`src/rtl/uart_pkg.sv`:
```
// Shared types and register map for the memory-mapped UART transmitter.
package uart_pkg;

    typedef enum logic [1:0] {
        IDLE,
        START,
        DATA,
        STOP
    } uart_tx_state_t;

    localparam logic [31:0] TXDATA_OFS = 32'd0;
    localparam logic [31:0] CTRL_OFS   = 32'd4;

endpackage

```
`src/rtl/sync_fifo.sv`:
```
// Single-clock FIFO with show-ahead read data and occupancy count.
// DEPTH must be a power of two so the pointers wrap for free.
module sync_fifo #(
    parameter int WIDTH = 8,
    parameter int DEPTH = 8
) (
    input  logic                   clk,
    input  logic                   rstn,
    input  logic                   push,
    input  logic                   pop,
    input  logic [WIDTH-1:0]       wdata,
    output logic [WIDTH-1:0]       rdata,
    output logic                   full,
    output logic                   empty,
    output logic [$clog2(DEPTH):0] count
);

    localparam int AW = $clog2(DEPTH);
    localparam logic [AW:0] FULL_CNT = (AW + 1)'(DEPTH);

    logic [WIDTH-1:0] mem [DEPTH];
    logic [AW-1:0]    wptr;
    logic [AW-1:0]    rptr;
    logic             do_push;
    logic             do_pop;

    assign full    = (count == FULL_CNT);
    assign empty   = (count == '0);
    assign do_pop  = pop && !empty;
    // A push into a full FIFO is only legal when a pop frees the slot.
    assign do_push = push && (!full || do_pop);
    assign rdata   = mem[rptr];

    always_ff @(posedge clk or negedge rstn) begin
        if (!rstn) begin
            wptr  <= '0;
            rptr  <= '0;
            count <= '0;
        end else begin
            if (do_push) wptr <= wptr + 1'b1;
            if (do_pop)  rptr <= rptr + 1'b1;
            unique case ({do_push, do_pop})
                2'b10:   count <= count + 1'b1;
                2'b01:   count <= count - 1'b1;
                default: count <= count;
            endcase
        end
    end

    always_ff @(posedge clk) begin
        if (do_push) mem[wptr] <= wdata;
    end

endmodule

```
`src/rtl/mmio_uart_tx.sv`:
```
// UART 8N1 transmitter behind a two-register MMIO window (TXDATA, CTRL).
// o_tx is registered from the current state, so it trails the FSM by one cycle.
module mmio_uart_tx
    import uart_pkg::*;
#(
    parameter logic [31:0] BASE_ADDR  = 32'h0000_1000,
    parameter int          CLK_DIV    = 868,
    parameter int          FIFO_DEPTH = 8
) (
    input  logic        clk,
    input  logic        rstn,
    input  logic [31:0] i_io_write_addr,
    input  logic        i_io_write_en,
    input  logic [31:0] i_io_write_data,
    output logic        o_tx,
    output logic        o_busy,
    output logic        o_fifo_full,
    output logic        o_overflow
);

    localparam int CW  = $clog2(CLK_DIV);
    localparam int FCW = $clog2(FIFO_DEPTH) + 1;
    localparam logic [CW-1:0] BAUD_LOAD = CW'(CLK_DIV - 1);

    uart_tx_state_t state;
    logic [CW-1:0]  baud;
    logic [2:0]     bit_cnt;
    logic [7:0]     shreg;

    logic           sel_tx;
    logic           sel_ctrl;
    logic           push;
    logic           pop;
    logic           fifo_empty;
    logic [7:0]     fifo_rdata;
    logic [FCW-1:0] fifo_count;
    logic           unused_data;

    assign sel_tx   = i_io_write_en &&
                      (i_io_write_addr == BASE_ADDR + TXDATA_OFS);
    assign sel_ctrl = i_io_write_en &&
                      (i_io_write_addr == BASE_ADDR + CTRL_OFS);

    assign pop  = (state == IDLE) && !fifo_empty;
    assign push = sel_tx && (!o_fifo_full || pop);

    assign o_busy      = (state != IDLE) || (fifo_count != '0);
    assign unused_data = ^i_io_write_data[31:8];

    sync_fifo #(
        .WIDTH (8),
        .DEPTH (FIFO_DEPTH)
    ) u_fifo (
        .clk   (clk),
        .rstn  (rstn),
        .push  (push),
        .pop   (pop),
        .wdata (i_io_write_data[7:0]),
        .rdata (fifo_rdata),
        .full  (o_fifo_full),
        .empty (fifo_empty),
        .count (fifo_count)
    );

    always_ff @(posedge clk or negedge rstn) begin
        if (!rstn) begin
            o_overflow <= 1'b0;
        end else if (sel_tx && o_fifo_full && !pop) begin
            o_overflow <= 1'b1;
        end else if (sel_ctrl && i_io_write_data[0]) begin
            o_overflow <= 1'b0;
        end
    end

    always_ff @(posedge clk or negedge rstn) begin
        if (!rstn) begin
            state   <= IDLE;
            baud    <= '0;
            bit_cnt <= '0;
            shreg   <= '0;
            o_tx    <= 1'b1;
        end else begin
            unique case (state)
                IDLE: begin
                    o_tx <= 1'b1;
                    if (pop) begin
                        shreg <= fifo_rdata;
                        baud  <= BAUD_LOAD;
                        state <= START;
                    end
                end
                START: begin
                    o_tx <= 1'b0;
                    if (baud == '0) begin
                        baud    <= BAUD_LOAD;
                        bit_cnt <= '0;
                        state   <= DATA;
                    end else begin
                        baud <= baud - 1'b1;
                    end
                end
                DATA: begin
                    o_tx <= shreg[0];
                    if (baud == '0) begin
                        baud <= BAUD_LOAD;
                        if (bit_cnt == 3'd7) begin
                            state <= STOP;
                        end else begin
                            bit_cnt <= bit_cnt + 1'b1;
                            shreg   <= {1'b0, shreg[7:1]};
                        end
                    end else begin
                        baud <= baud - 1'b1;
                    end
                end
                STOP: begin
                    o_tx <= 1'b1;
                    if (baud == '0) begin
                        state <= IDLE;
                    end else begin
                        baud <= baud - 1'b1;
                    end
                end
                default: state <= IDLE;
            endcase
        end
    end

endmodule

```
`config.mk`:
```
export PLATFORM = sky130hd
export DESIGN_NAME = mmio_uart_tx
export DESIGN_NICKNAME = d
export VERILOG_FILES = /design/src/rtl/uart_pkg.sv /design/src/rtl/sync_fifo.sv /design/src/rtl/mmio_uart_tx.sv
export SDC_FILE = /design/constraint.sdc
export NUM_CORES = 1
export LEC_CHECK = 0
export ABC_CLOCK_PERIOD_IN_PS = 2500
export BUFFER_PORTS_ARGS = -buffer_cell sky130_fd_sc_hd__buf_4
export CAP_MARGIN = 5
export CORE_ASPECT_RATIO = 1.5
export CORE_MARGIN = 4
export CORE_UTILIZATION = 35
export DETAILED_ROUTE_END_ITERATION = 10
export HOLD_SLACK_MARGIN = 0.05
export PLACE_DENSITY = 0.53
export SYNTH_ARGS = -nofsm -noshare
export SYNTH_HDL_FRONTEND = slang
export SYNTH_SLANG_ARGS = --single-unit
```
`constraint.sdc`:
```
create_clock -name clk -period 2.5 [get_ports clk]
set_clock_uncertainty 0.15 [all_clocks]
set_input_delay 0.25 -clock clk [delete_from_list [all_inputs] [get_ports clk]]
set_output_delay 0.25 -clock clk [all_outputs]
set_load 0.05 [all_outputs]
```
* Yosys cells after proc, flatten, opt, wreduce, memory -nomap -nowiden
Memory sizes are Yosys's and may differ from the RTL's. Index checks and enable logic that the tools add are counted.
Operators by class: $add $sub $neg 6, $mul 0, divide/modulo/power cells 0, magnitude comparators 0, equal/unequal tests 16, shift-type cells 0, mux-type cells 24, bitwise operators 0, reduce and logical (&&, ||, !) cells 30
Operator list (count):
- $eq 32x13->1 const B | 2
- $mux 10 | 3
- $pmux 10 s3 | 1
- $mux 8 | 3
- $pmux 8 s2 | 1
- $ne 2x2->1 const B | 7
- $logic_not 10->1 | 1
- $mux 2 | 5
- $reduce_bool 2->1 | 5
- $sub 10x1->10 const B | 1
- $add 3x1->3 const B | 3
- $logic_and 1x1->1 | 9
- $mux 3 | 3
- $pmux 2 s4 | 1
- $pmux 4 s2 | 1
- $reduce_and 4->1 | 2
- $eq 2x2->1 const B | 3
- $pmux 3 s2 | 1
- $reduce_and 5->1 | 1
- $add 4x1->4 const B | 1
- $eq 2x1->1 const B | 2
- $eq 4x4->1 const B | 1
- $logic_not 4->1 | 1
- $mux 1 | 4
- 9 further kinds | 14
Word-level totals: bits in registers 35, latch bits 0, bits in writable memories 64, ROM bits 0, bits of input ports 67, logic and storage cells 86, memories 1
Memory list:
- u_fifo.mem | words 8, bits a word 8, read ports 1, clocked after Yosys merged registers in 0, wr ports 1, RTL line sync_fifo.sv:21 | logic [WIDTH-1:0] mem [DEPTH];

* Logic depth before layout (Yosys ltp)
depth after elaboration 8, mapped depth 12

* Hierarchy
Synthesis repeated with hierarchy kept, for this count alone.
Unflattened totals: cells, all modules 318, area total of the unflattened synthesis 4723.3 um^2
By module, submodules not included:
- sync_fifo | times used 1, cells each 162, area an instance 3113.0 um^2
- mmio_uart_tx | times used 1, cells each 156, area an instance 1610.3 um^2

* Worst setup path before layout
OpenSTA, ideal clock, no wires.
path type input -> register, from in i_io_write_addr[28], to reg u_fifo.count[2], library setup time 0.125 ns, arrival 2.384 ns, required time 2.225 ns, path slack -0.160 ns, stages on the path 10, buffers on the path 0, path through or4b_4 > nor4_4 > inv_1 > ha_1 > xor2_1 > ha_1 > a21oi_1 > xor2_1 > nor2_1 > xor2_1
On the way: word-level cells in the longest chain between the ends 6, elaborated cells between the ends (all ways) 8
RTL lines:
- start, declared | RTL line mmio_uart_tx.sv:12 | input logic [31:0] i_io_write_addr,
- $eq 32x13->1 (*) | RTL line mmio_uart_tx.sv:40 | (i_io_write_addr == BASE_ADDR + TXDATA_OFS);
- $logic_and 1x1->1 (*) | RTL line mmio_uart_tx.sv:39 | assign sel_tx = i_io_write_en &&
- $logic_and 1x1->1 (*) | RTL line mmio_uart_tx.sv:45 | assign push = sel_tx && (!o_fifo_full || pop);
- $logic_and 1x1->1 (*) | RTL line sync_fifo.sv:31 | assign do_push = push && (!full || do_pop);
- $eq 2x1->1 / $eq 2x2->1 (equally long branches) | RTL line sync_fifo.sv:42 | unique case ({do_push, do_pop})
- $pmux 4 s2 / $reduce_bool 2->1 (equally long branches)
- end signal, assigned | RTL line sync_fifo.sv:43 | 2'b10: count <= count + 1'b1;
- end signal, assigned | RTL line sync_fifo.sv:44 | 2'b01: count <= count - 1'b1;
- end signal, assigned | RTL line sync_fifo.sv:45 | default: count <= count;
- end, declared | RTL line sync_fifo.sv:15 | output logic [$clog2(DEPTH):0] count
Mark *: on every way between the ends. The rest lies on a longest branch, timed or not. A chain may end at the register's enable or synchronous reset.

* Final worst setup path
from reg u_fifo.count[3], to reg u_fifo.count[2]
On the way: word-level cells in the longest chain between the ends 8, elaborated cells between the ends (all ways) 14
RTL lines:
- $logic_not 4->1 | RTL line sync_fifo.sv:28 | assign empty = (count == '0);
- $logic_not 1->1 | RTL line sync_fifo.sv:29, mmio_uart_tx.sv:44
- $logic_and 1x1->1 | RTL line mmio_uart_tx.sv:44 | assign pop = (state == IDLE) && !fifo_empty;
- $logic_or 1x1->1 / $logic_and 1x1->1 (equally long branches) | RTL line mmio_uart_tx.sv:45, sync_fifo.sv:29
- $logic_and 1x1->1 / $logic_or 1x1->1 (equally long branches) | RTL line mmio_uart_tx.sv:45, sync_fifo.sv:31
- $logic_and 1x1->1 | RTL line sync_fifo.sv:31
- $eq 2x1->1 / $eq 2x2->1 (equally long branches) | RTL line sync_fifo.sv:42
- $pmux 4 s2 / $reduce_bool 2->1 (equally long branches)
Parallel ways exist; a longest one is shown, timed or not.

==> reports/qor_table.md <==
| Parameter | This run |
|---|---|
| Clock tree from TritonCTS | yes |
| Iter 0 DRT Violations | 66 |
| Crit path required time | 2.58 ns |
| Cell at the root of the clock tree | sky130_fd_sc_hd__clkbuf_16 |
| GRT Total Usage | 13.1% |
| Most area-hungry cell type in the Yosys netlist | sky130_fd_sc_hd__edfxtp_1 |
| Flip-flop and latch count after synthesis | 99 |
| Layout fillers | 1,151 |
| Portion of the post-synthesis area used by sequential elements | 62.2% |
| Clock slew seen by the registers of the worst setup and hold paths | 0.07 ns |
| H-tree levels | 3 |
| Fraction of the mapped netlist area in simple logic gates | 11.1% |
| Global Route met2 Usage | 22.9% |
| Setup TNS | 0 ns |
| Avg Cell Area, Syn | 14.8 um^2 |
| Post-synth net total | 384 |
| Synthesized-area fraction occupied by xor and xnor cells | 2.53% |
| Count of buffer and inverter cells on the critical path | 1 |
| Gate count after technology mapping | 304 |
| Proportion of netlist area held by the largest area contributor | 42.7% |
| Most Frequent Cell on Critical Path | sky130_fd_sc_hd__xor2_1 |
| Placer congestion estimate | 0.794 |
| Worst hold path class | primary input to flop |
| Adder and majority cell fraction of the synthesized area | 3.61% |
| Detail-routed net length per standard cell | 16.7 um |
| Area grow syn2layout | 25.7% |
| Number of design rule violations left after detail routing | 0 |
| Status | finished clean |
| Highest fanout seen on the critical path | 3 |
| Top-level port count | 71 |
| Die height | 147 um |
| CORE AREA | 12,600 um^2 |
| CP Data Arrival Time | 2.49 ns |
| Pwr per Cell Area | 582 nW/um^2 |
| Leftover overflow at the end of global routing | 0 |
| Largest family of logic cells by synthesized area | multiplexers |
| Compound-gate portion of the synthesized area | 7.70% |
| Crit-path max cell delay | 0.52 ns |
| Vias/cell | 5.15 |
| Part of the cycle the worst path needs | 96.6% |
| Global-route track usage on met1 | 15.6% |
| Main synth FF type | sky130_fd_sc_hd__edfxtp_1 |
| Buffers from clock root to sink, at most | 2 |
| Antenna violations before repair | 0 |
| TritonCTS Sinks | 99 |
| Pin slew with the least headroom to its limit | 0.513 ns |
| Via total after detailed routing | 2,824 |
| Share of layout cells above drive strength 1 | 34.4% |
| Number of failing hold endpoints at the final stage | 0 |
| Achievable frequency | 414 MHz |
| Count of warnings emitted by yosys | 0 |
| Synth top cells by count | sky130_fd_sc_hd__edfxtp_1, sky130_fd_sc_hd__dfrtp_1, sky130_fd_sc_hd__nor2_1 |
| Post-Synthesis Cell Area | 4500 um^2 |
| Leading post-synthesis cells by cell area | sky130_fd_sc_hd__edfxtp_1, sky130_fd_sc_hd__dfrtp_1, sky130_fd_sc_hd__mux4_2 |
| Overall die area | 14,800 um^2 |
| Most heavily used metal layer in global routing | met2 |
| Static Leak | 2.22 nW |
| TritonRoute pass-1 iters | 5 |
| Cell with the most instances after synthesis | sky130_fd_sc_hd__edfxtp_1 |
| Std cell rows | 50 |
| Max-cap violation count | 0 |
| Source-to-sink clock delay at the later pin of the worst-skew pair | 0.34 ns |
| Initial Util | 35.8% |
| Global-route wire length before repair | 15,000 um |
| Minimum clock period after layout | 2.41 ns |
| Final HPWL from detailed placement | 6460 um |
| Final-layout worst hold slack | 0.210 ns |
| Setup crit start kind | flop |
| Multiplexer area fraction after synthesis | 11.1% |
| Crit path kind | flop to flop |
| Rel. slew slack | 65.6% |
| Pin count of the biggest net entering global routing | 36 |
| Crit-path cells | or4b_4 > o21bai_4 > nor4_4 > inv_2 > ha_4 > xor2_1 > ha_2 > a21oi_2 > xor2_1 > nor2_1 > xor2_1 |
| Nets | 467 |
| CTS buffer count | 9 |
| Number of global-route vias before repair | 2,931 |
| Crit path capture type | flop |
| Port buffer count | 46 |
| Die width | 101 um |
| RSZ-0062 raised after global routing | yes |
| Met3 capacity usage during global routing | 2.38% |
| Total count of max-transition violations in the final report | 0 |
| Master of the slowest instance on the critical path | sky130_fd_sc_hd__or4b_4 |
| Post-synth EDFFs | 64 |
| Number of nets with antenna violations after detailed routing | 0 |
| Antenna fix cells | 0 |
| Final wirelength | 9180 um |
| Final Setup Violations | 0 |
| Fraction of registers with async set/reset | 35.4% |
| Worst path top cell family by delay | simple AND/OR/NAND/NOR gates |
| Worst IR drop on VDD | 0.405 mV |
| Count of distinct cell types in the synthesized netlist | 55 |
==> worst register-to-register path, stage by stage (launching register included) <==
cell and delay [ns]:
sky130_fd_sc_hd__dfrtp_1 0.43, sky130_fd_sc_hd__or4b_4 0.53, sky130_fd_sc_hd__o21bai_4 0.17, sky130_fd_sc_hd__nor4_4 0.05, sky130_fd_sc_hd__inv_2 0.08, sky130_fd_sc_hd__ha_4 0.13, sky130_fd_sc_hd__xor2_1 0.06, sky130_fd_sc_hd__ha_2 0.18
sky130_fd_sc_hd__a21oi_2 0.12, sky130_fd_sc_hd__xor2_1 0.17, sky130_fd_sc_hd__nor2_1 0.07, sky130_fd_sc_hd__xor2_1 0.15
==> cell usage in the layout (no fill, tap or decap), types with 4 or more instances in the layout <==
cell type                       synthesis  layout
sky130_fd_sc_hd__a21oi_1               11      10
sky130_fd_sc_hd__a221o_1                8       8
sky130_fd_sc_hd__a22o_1                 5       5
sky130_fd_sc_hd__a31oi_1                5       5
sky130_fd_sc_hd__buf_4                  0      70
sky130_fd_sc_hd__clkbuf_16              0       9
sky130_fd_sc_hd__dfrtp_1               34      34
sky130_fd_sc_hd__dlygate4sd3_1          0      10
sky130_fd_sc_hd__edfxtp_1              64      64
sky130_fd_sc_hd__ha_1                  13      10
sky130_fd_sc_hd__inv_1                  8       5
sky130_fd_sc_hd__inv_2                  1       4
sky130_fd_sc_hd__mux2i_1                8       8
sky130_fd_sc_hd__mux4_2                16      16
sky130_fd_sc_hd__nand2_1               10      10
sky130_fd_sc_hd__nand2b_1               4       4
sky130_fd_sc_hd__nand4_1                6       6
sky130_fd_sc_hd__nor2_1                28      28
sky130_fd_sc_hd__nor3_1                 8       8
sky130_fd_sc_hd__o21ai_0                8       8
sky130_fd_sc_hd__xor2_1                10      10
==> power by group <==
part           internal (mW)  leakage [nW]  switching, mW
combinational         0.0935          1.03         0.0514
clock                  0.691         0.135          0.641
sequential              1.79          1.06         0.0279
==> layout make-up <==
cell class / instances / area (um^2) / share of cell area (%)
clock buffers: 9 / 225 / 3.98
clock inverters: 7 / 57.6 / 1.02
inverters: 9 / 33.8 / 0.597
multi-input cells: 187 / 1700 / 30.1
flip-flops and latches: 99 / 2800 / 49.4
well taps: 156 / 195 / 3.45
repair buffers: 81 / 646 / 11.4
==> cells by family (layout without fill, tap and decap cells) <==
| family | count (synthesis) | in the layout |
|---|---|---|
| flip-flops | 99 | 99 |
| multiplexers | 29 | 29 |
| adder cells (fa/ha/maj) | 13 | 13 |
| XOR/XNOR | 13 | 13 |
| buffers and inverters | 18 | 106 |
| AND/OR/NAND/NOR | 84 | 84 |
| AO/OA/AOI/OAI | 48 | 48 |
==> final timing paths <==
check	to	start	cells after the start	slack, ns
max	u_fifo.count[2]	u_fifo.count[3]	11	0.09
min	o_overflow	i_io_write_addr[30]	5	0.21
max reg2reg	u_fifo.count[2]	u_fifo.count[3]	11	0.09
min reg2reg	shreg[6]	shreg[7]	1	0.36
max in group asynchronous	o_tx	rstn	2	1.58
min in group asynchronous	u_fifo.count[2]	rstn	2	0.26
==> layer usage <==
| metal | wire length, um | share of wire, % | vias up |
|---|---|---|---|
| li1 | - | - | 1352 |
| met1 | 3750 | 41 | 1426 |
| met2 | 5080 | 55 | 29 |
| met3 | 165 | 1.8 | 17 |
| met4 | 182 | 2.0 | 0 |
| met5 | 0 | 0 | - |
==> sequential cells by signal, summed over array words and instances, names as in the netlist <==
name	cells
baud	10
bit_cnt	3
o_overflow	1
o_tx	1
shreg	8
state	2
u_fifo.count	4
u_fifo.mem	64
u_fifo.rptr	3
u_fifo.wptr	3
==> per-stage QoR <==
step / instance area, um^2 / setup slack [ns] / instances / power [mW] / utilization, %
final: 5660 / 0.0861 / 548 / 3.30 / 45.0
after global routing: 5660 / -0.0482 / 548 / 3.43 / 45.0
after CTS: 5610 / 0.0178 / 547 / 3.35 / 44.6
after detailed placement: 5230 / -0.0787 / 521 / 1.99 / 41.6
after global placement: 5230 / -0.00506 / 521 / 1.98 / 41.6
after floorplan: 4550 / 0.000978 / 304 / 1.90 / -
==> repair_timing <==
item	4_1_cts	5_1_grt
endpoints found under the hold margin	99	0
setup buffers	0	1
hold buffers	10	0
resized for setup	0	7
setup endpoints to repair	0	2
(Power assumes the default switching activity.)
